==> src/rtl/mips_multicycle_datapath.sv <==
// mips_multicycle_datapath: multicycle MIPS datapath (PC, IR, MDR, A, B, ALUOut, 32x32 register file)
// driven cycle by cycle by an external control FSM.
module mips_multicycle_datapath (
    input  logic        clk,
    input  logic        rst,
    input  logic        MemWrite,
    input  logic        IRWrite,
    input  logic        MemtoReg,
    input  logic        RegDst,
    input  logic        RegWrite,
    input  logic        ALUSrcA,
    input  logic        PCWriteCond,
    input  logic        PCWrite,
    input  logic        IorD,
    input  logic [2:0]  ALUSrcB,
    input  logic [1:0]  ALUOp,
    input  logic [1:0]  PCSource,
    output logic [5:0]  Op_code,
    output logic        Zero,
    output logic [31:0] mem_addr,
    output logic [31:0] mem_wdata,
    output logic        mem_we,
    input  logic [31:0] mem_rdata,
    output logic [31:0] pc_out
);

    logic [31:0] pc_q, pc_d, ir_q, ir_d, mdr_q, mdr_d;
    logic [31:0] a_q, a_d, b_q, b_d, alu_out_q, alu_out_d;
    logic [31:0] rf_q [32];
    logic [31:0] rf_d [32];
    logic [31:0] imm_s, src_a, src_b, alu_res, pc_next, wr_data;
    logic [4:0]  wr_addr;
    logic        pc_en;

    assign Op_code   = ir_q[31:26];
    assign pc_out    = pc_q;
    assign mem_addr  = IorD ? alu_out_q : pc_q;
    assign mem_wdata = b_q;
    assign mem_we    = MemWrite;
    assign Zero      = alu_res == 32'd0;

    always_comb begin
        imm_s = {{16{ir_q[15]}}, ir_q[15:0]};
        src_a = ALUSrcA ? a_q : pc_q;
        case (ALUSrcB)
            3'b000:  src_b = b_q;
            3'b001:  src_b = 32'd4;
            3'b010:  src_b = imm_s;
            3'b011:  src_b = {imm_s[29:0], 2'b00};
            3'b100:  src_b = {16'd0, ir_q[15:0]};
            default: src_b = 32'd0;
        endcase
        case (ALUOp)
            2'b00: alu_res = src_a + src_b;
            2'b01: alu_res = src_a - src_b;
            2'b11: alu_res = src_a | src_b;
            default:
                case (ir_q[5:0])
                    6'h20:   alu_res = src_a + src_b;
                    6'h22:   alu_res = src_a - src_b;
                    6'h24:   alu_res = src_a & src_b;
                    6'h25:   alu_res = src_a | src_b;
                    6'h2a:   alu_res = {31'd0, $signed(src_a) < $signed(src_b)};
                    default: alu_res = 32'd0;
                endcase
        endcase
    end

    always_comb begin
        pc_next = PCSource == 2'b00 ? alu_res :
                  PCSource == 2'b01 ? alu_out_q :
                  PCSource == 2'b10 ? {pc_q[31:28], ir_q[25:0], 2'b00} : pc_q;
        pc_en     = PCWrite | (PCWriteCond & Zero);
        pc_d      = pc_en ? pc_next : pc_q;
        ir_d      = IRWrite ? mem_rdata : ir_q;
        mdr_d     = mem_rdata;
        a_d       = rf_q[ir_q[25:21]];
        b_d       = rf_q[ir_q[20:16]];
        alu_out_d = alu_res;
        wr_addr   = RegDst ? ir_q[15:11] : ir_q[20:16];
        wr_data   = MemtoReg ? mdr_q : alu_out_q;
        rf_d      = rf_q;
        // register 0 is never written, so its read is always 0
        if (RegWrite && wr_addr != 5'd0)
            rf_d[wr_addr] = wr_data;
    end

    always_ff @(posedge clk or posedge rst) begin
        if (rst) begin
            pc_q      <= '0;
            ir_q      <= '0;
            mdr_q     <= '0;
            a_q       <= '0;
            b_q       <= '0;
            alu_out_q <= '0;
            for (int i = 0; i < 32; i++)
                rf_q[i] <= '0;
        end else begin
            pc_q      <= pc_d;
            ir_q      <= ir_d;
            mdr_q     <= mdr_d;
            a_q       <= a_d;
            b_q       <= b_d;
            alu_out_q <= alu_out_d;
            rf_q      <= rf_d;
        end
    end

endmodule

==> config.mk <==
export PLATFORM = sky130hd
export DESIGN_NAME = mips_multicycle_datapath
export DESIGN_NICKNAME = d
export VERILOG_FILES = /design/src/rtl/mips_multicycle_datapath.sv
export SDC_FILE = /design/constraint.sdc
export NUM_CORES = 2
export LEC_CHECK = 0
export CORE_MARGIN = 2
export CORE_UTILIZATION = 45
export DETAILED_ROUTE_END_ITERATION = 8
export GPL_TIMING_DRIVEN = 0
export SYNTH_ARGS = -nofsm -noshare
export SYNTH_HDL_FRONTEND = slang
export SYNTH_SLANG_ARGS = --single-unit
==> constraint.sdc <==
create_clock -name clk -period 74.1 [get_ports clk]
set_clock_uncertainty 0.1 [all_clocks]
set_input_delay 14.82 -clock clk [delete_from_list [all_inputs] [get_ports clk]]
set_output_delay 14.82 -clock clk [all_outputs]
set_load 0.02 [all_outputs]
Yosys cells after proc, flatten, opt, wreduce, memory -nomap -nowiden

Index checks and enable logic that the tools add are counted.
W data, S select, Z words.

Bits in registers: 1216
Bits of input ports: 50
Output and inout port bits: 104
Word-level logic and storage cells: 96

Add/subtract/negate cells: 2
$lt $le $gt $ge: 5
Eq/ne operators: 13
Multiplexer cells: 19
Bitwise operators: 7
Reduce and logical (&&, ||, !) cells: 11

Operator list:

| cell                 | count |
|---|---|
| $bwmux W1024         | 1 |
| $bmux W32 S5         | 2 |
| $mux W32             | 10 |
| $pmux W32 S5         | 2 |
| $demux W32 S5        | 1 |
| $pmux W32 S3         | 1 |
| $add A32 B32 Y32     | 1 |
| $and A32 B32 Y32     | 1 |
| $logic_not A32 Y1    | 1 |
| $lt A32 B32 Y1       | 1 |
| $or A32 B32 Y32      | 1 |
| $sub A32 B32 Y32     | 1 |
| $eq A6 B6 Y1 const B | 5 |
| $mux W28             | 1 |
| $ge A6 B6 Y1 const B | 3 |
| $not A5 Y6           | 3 |
| $eq A3 B2 Y1 const B | 2 |
| $lt A6 B1 Y1 const B | 1 |
| $mux W5              | 1 |
| $reduce_bool A5 Y1   | 1 |
| $eq A2 B1 Y1 const B | 2 |
| $eq A2 B2 Y1 const B | 2 |
| $logic_not A2 Y1     | 2 |
| $reduce_and A2 Y1    | 2 |
| 8 further kinds      | 9 |

Depth between registers and ports, before layout

Depth in word-level cells: 9
Gate-level depth with buffers: 23
Gate-level depth less buffers: 19

Worst setup path before layout

Ideal clock, no wire load.

Kind: input port to output port
Start point: in ALUSrcB[1]
End point: out Zero
Data arrival time: 19.323 ns
Required time: 59.180 ns
Slack: 39.857 ns
Cell stages on the path: 19
Path buffers: 2
Cells stage by stage: clkbuf_1 -> xor2_1 -> clkbuf_1 -> a22oi_1 -> nor2_1 -> ha_1 -> inv_1 -> fa_1 -> nor2b_1 -> o31ai_1 -> xnor2_1 -> o221ai_1 -> a221o_1 -> or4b_1 -> or4_1 -> nor3_1 -> and4_1 -> and4_1 -> and2_1

Cells in the longest elaborated chain, start to end: 6
Elaborated cells between the ends (all ways): 14
Classes of those cells: 2 x add/sub; 1 x order compare; 4 x eq/ne; 3 x mux; 2 x bitwise; 2 x reduce/logical

Ends and longest elaborated chain:

| element                                  | line   | source |
|---|---|---|
| start, declared                          | 15     | `input logic [2:0] ALUSrcB,` |
| $eq A3 B3 Y1 (tied with other cells)     | 45     | `case (ALUSrcB)` |
| $pmux W32 S5 (*)                         | 45     |  |
| $sub A32 B32 Y32 (tied with other cells) | 55, 60 |  |
| $pmux W32 S5                             | 58     | `case (ir_q[5:0])` |
| $pmux W32 S3 (*)                         | 53     | `case (ALUOp)` |
| net alu_out_d[4]                         | 28     | `logic [31:0] a_q, a_d, b_q, b_d, alu_out_q, alu_out_d;` |
| $logic_not A32 Y1 (*)                    | 40     | `assign Zero = alu_res == 32'd0;` |
| end, declared                            | 19     | `output logic Zero,` |

Mark *: on every way through the listed nets, which the timed path passes. The rest lies on a longest branch.

Worst setup path in the final report

Start point: in ALUSrcB[1]
End point: out Zero

Cells in the longest elaborated chain, start to end: 6
Elaborated cells between the ends (all ways): 14
Classes of those cells: 2 x add/sub; 1 x order compare; 4 x eq/ne; 3 x mux; 2 x bitwise; 2 x reduce/logical

Ends and longest elaborated chain:

| element                                  | line |
|---|---|
| $eq A3 B3 Y1 (tied with other cells)     | 45 |
| $pmux W32 S5 (*)                         | 45 |
| $sub A32 B32 Y32 (tied with other cells) | 55, 60 |
| $pmux W32 S5                             | 58 |
| $pmux W32 S3 (*)                         | 53 |
| $logic_not A32 Y1 (*)                    | 40 |

Every way passes the cells marked *; elsewhere a longest branch is shown, timed or not.

==> impl_metrics.toml <==
[run_status]
status = "finished, violations left"
violations = "capacitance limit, slew limit"

[pwr]
switching_share_pct = 38.5
leakagePower_nw = 30.7
power_frac_clock_pct = 21.9
seq_power_share_pct = 37.6
fin_total_pwr_mw = 3.20
p_switching_mw = 1.23
combPwrFrac_pct = 40.5
p_per_area_nw_per_um2 = 42.9
power.internal_mw = 1.97
vdd_drop_max_mv = 0.0197

[logic_synthesis]
ys_async_sr_fraction_pct = 100
syn_area_um2 = 65900
synth_top_area_share_pct = 46.2
ys_types = 97
ys_top_cells_by_area = "dfrtp_1, mux4_2, a21oi_1, nor2_1, mux2_2"
syn_nets = 5931
synth-edff-count = 0
synth_top_cells_by_count = "dfrtp_1, nor2_1, a21oi_1, mux4_2, clkbuf_1"
netlist_instances = 5783
seq_area_frac_synth_pct = 46.2
synth_most_common_cell = "dfrtp_1"
ys_seq_elements = 1216
yosysWarnings = 0
synth_flop_cell = "dfrtp_1"
avgSynthCellArea_um2 = 11.4
synth_top_area_cell = "dfrtp_1"

[drt]
drtAntennaViolNets = 0
post-route-drc-count = 0
top_layer_used = "met5"
drt_iter0_drc = 6023
vias = 51146
drt-vias-per-instance = 6.31
dr_wl_met3_um = 19200
dr_wl_met2_um = 119000
first_pass_iters = 7
wl_um = 248000
wl_met1_um = 96400
wl_per_cell_um = 30.6

[setup_path]
cp.required_ns = 59.18
cp-end-kind = "output pin"
cp.arrival_ns = 22.32
crit_type = "input pin to output pin"
cp-start-kind = "input pin"
path_max_fanout = 10

[cells_and_area]
final_util_pct = 51.3
syn_to_final_growth_pct = 13.4
drive_above_1_share_pct = 18.5
fillCellCount = 12836
finalNetCount = 6222

[clock_tree]
post_cts_buffers = 0
clkSlewWorstSetupHoldPaths_ns = 0.06
postCtsHoldBufs = 0
cts_resized = 0
htreeDepth = 4
tritoncts = "built"
cts_buffer_depth = 3
cts.sinks = 1216
cts_made_buffers = 131
clock-root-buffer = "clkbuf_16"
clk_latency_ns = 0.79

[grt]
track_usage_pct = 33.0
grt_pass1_vias = 50950
overflow = 0
grt_max_degree = 130
antenna_found_initial = 18
grt_pass1_wl_um = 357000

[placement]
dp_hpwl_um = 198000
post-place-ws_ns = 36.91
place_congestion = 0.992
port_buffers = 142

[die]
die_x_um = 387
start_util_pct = 45.3
die_area_um2 = 149000
core_area_um2 = 146000
top_level_ports = 154
rows = 140
die_y_um = 387

[timing]
max_clock_freq_mhz = 26.9
finalHoldViolCount = 0
slew_headroom_pct = -0.250
grt_setup_unrepaired = "false"
drv_slew = 10
fin_crit_sh_pct = 50.2
timing.setup.tns_ns = 0
setup_violations = 0
worstMarginPinSlew_ns = 1.50
finalWorstPathRequiredPeriod_ns = 37.24
fin_ws_ns = 36.86

[job]
maxCapViolCount = 2

[min_path]
min_path_type = "flop to flop"
==> path summary, 6_finish.rpt <==
check	from	end	slack, ns	cells after the start
min in group asynchronous	rst	pc_out[24]	14.39	2
setup reg to reg	ir_q[15]	pc_out[29]	66.52	19
hold / removal	rf_q[1000]	rf_q[1000]	0.38	1
setup / recovery	ALUSrcB[1]	Zero	36.86	19
hold reg to reg	rf_q[1000]	rf_q[1000]	0.38	1
max in group asynchronous	rst	rf_q[675]	56.41	7
==> metrics by stage <==
stage	std cells	instance area, um^2	hold WS [ns]
2_1_floorplan	5783	65900	0.341
3_3_place_gp	7842	69700	0.352
3_5_place_dp	7856	70100	0.367
4_1_cts	8094	74600	0.378
5_1_grt	8096	74700	0.393
6_report	8103	74700	0.381
==> kinds of logic after synthesis <==
logic type / Yosys count / share of synthesized area [%]
compound gates: 1418 / 12.1
xor+xnor: 39 / 0.530
fa+ha+maj: 98 / 1.88
buf+inv: 670 / 3.95
flops: 1216 / 46.2
mux: 909 / 26.4
simple gates: 1433 / 8.97
==> critical path, cell delays in order <==
cell and delay (ns):
clkbuf_1 0.48, inv_1 0.38, nor3b_1 0.56, clkbuf_1 0.46
nand2_1 0.12, o21a_1 0.20, ha_1 0.42, nor3b_1 0.59
nand3_1 0.15, a21oi_1 0.45, nor2_1 0.26, o41ai_2 0.95
a41o_1 0.31, xnor2_1 0.12, o221a_2 0.41, or4b_1 0.48
nor3_2 0.36, and2_1 0.18, clkdlybuf4s50_1 0.60
==> sequential cells by signal (all words and copies together) (netlist names) <==
signal,cells
rf_q,1024
a_q,32
alu_out_q,32
ir_q,32
mdr_q,32
mem_wdata,32
pc_out,32
==> area by class of cell <==
type / count / area [um^2] / share of cell area [%]
Antenna cell: 7 / 17.5 / 0.0235
Buffer: 569 / 2230 / 2.99
Clock buffer: 174 / 3760 / 5.04
Clock inverter: 64 / 810 / 1.08
Inverter: 101 / 387 / 0.518
Multi-Input combinational cell: 3897 / 32900 / 44.0
Sequential cell: 1216 / 30400 / 40.7
Tap cell: 1917 / 2400 / 3.21
Timing Repair Buffer: 158 / 1770 / 2.36
==> per-layer routing <==
layer | track usage, % | vias up
met5 | 0 | -
met4 | 16.3 | 4
met3 | 6.28 | 475
met2 | 53.6 | 2393
met1 | 42.7 | 26552
li1 | - | 21722
==> power by group through the flow <==
stage	combinational, mW	sequential [mW]	clock [mW]
floorplan	0.853	1.13	0
global placement	1.23	1.18	0
detailed placement	1.26	1.20	0
CTS	1.27	1.19	0.707
global route	1.38	1.23	0.734
finish	1.30	1.20	0.701
==> placed cells by master, fill, tap and decap left out, drive strengths merged, types with 12 or more instances in the layout <==
cell,synthesis,routed
nor2,913,913
mux2,183,183
o211ai,18,18
mux4,640,640
nor3,36,36
a31oi,12,12
mux2i,86,86
buf,110,125
a21o,19,19
dfrtp,1216,1216
clkbuf,459,634
a21oi,895,895
bufinv,0,15
o21ai,283,283
clkdlybuf4s50,0,142
nand2,326,326
nor2b,26,26
clkinv,2,33
o31ai,12,12
inv,99,110
nand2b,20,20
xnor2,31,31
or3,13,13
a221oi,12,12
nand3,29,29
a221o,13,13
ha,96,96
a22oi,17,17
o221ai,21,21
o21a,19,19
Note: power is estimated with default switching activity, not from simulation.
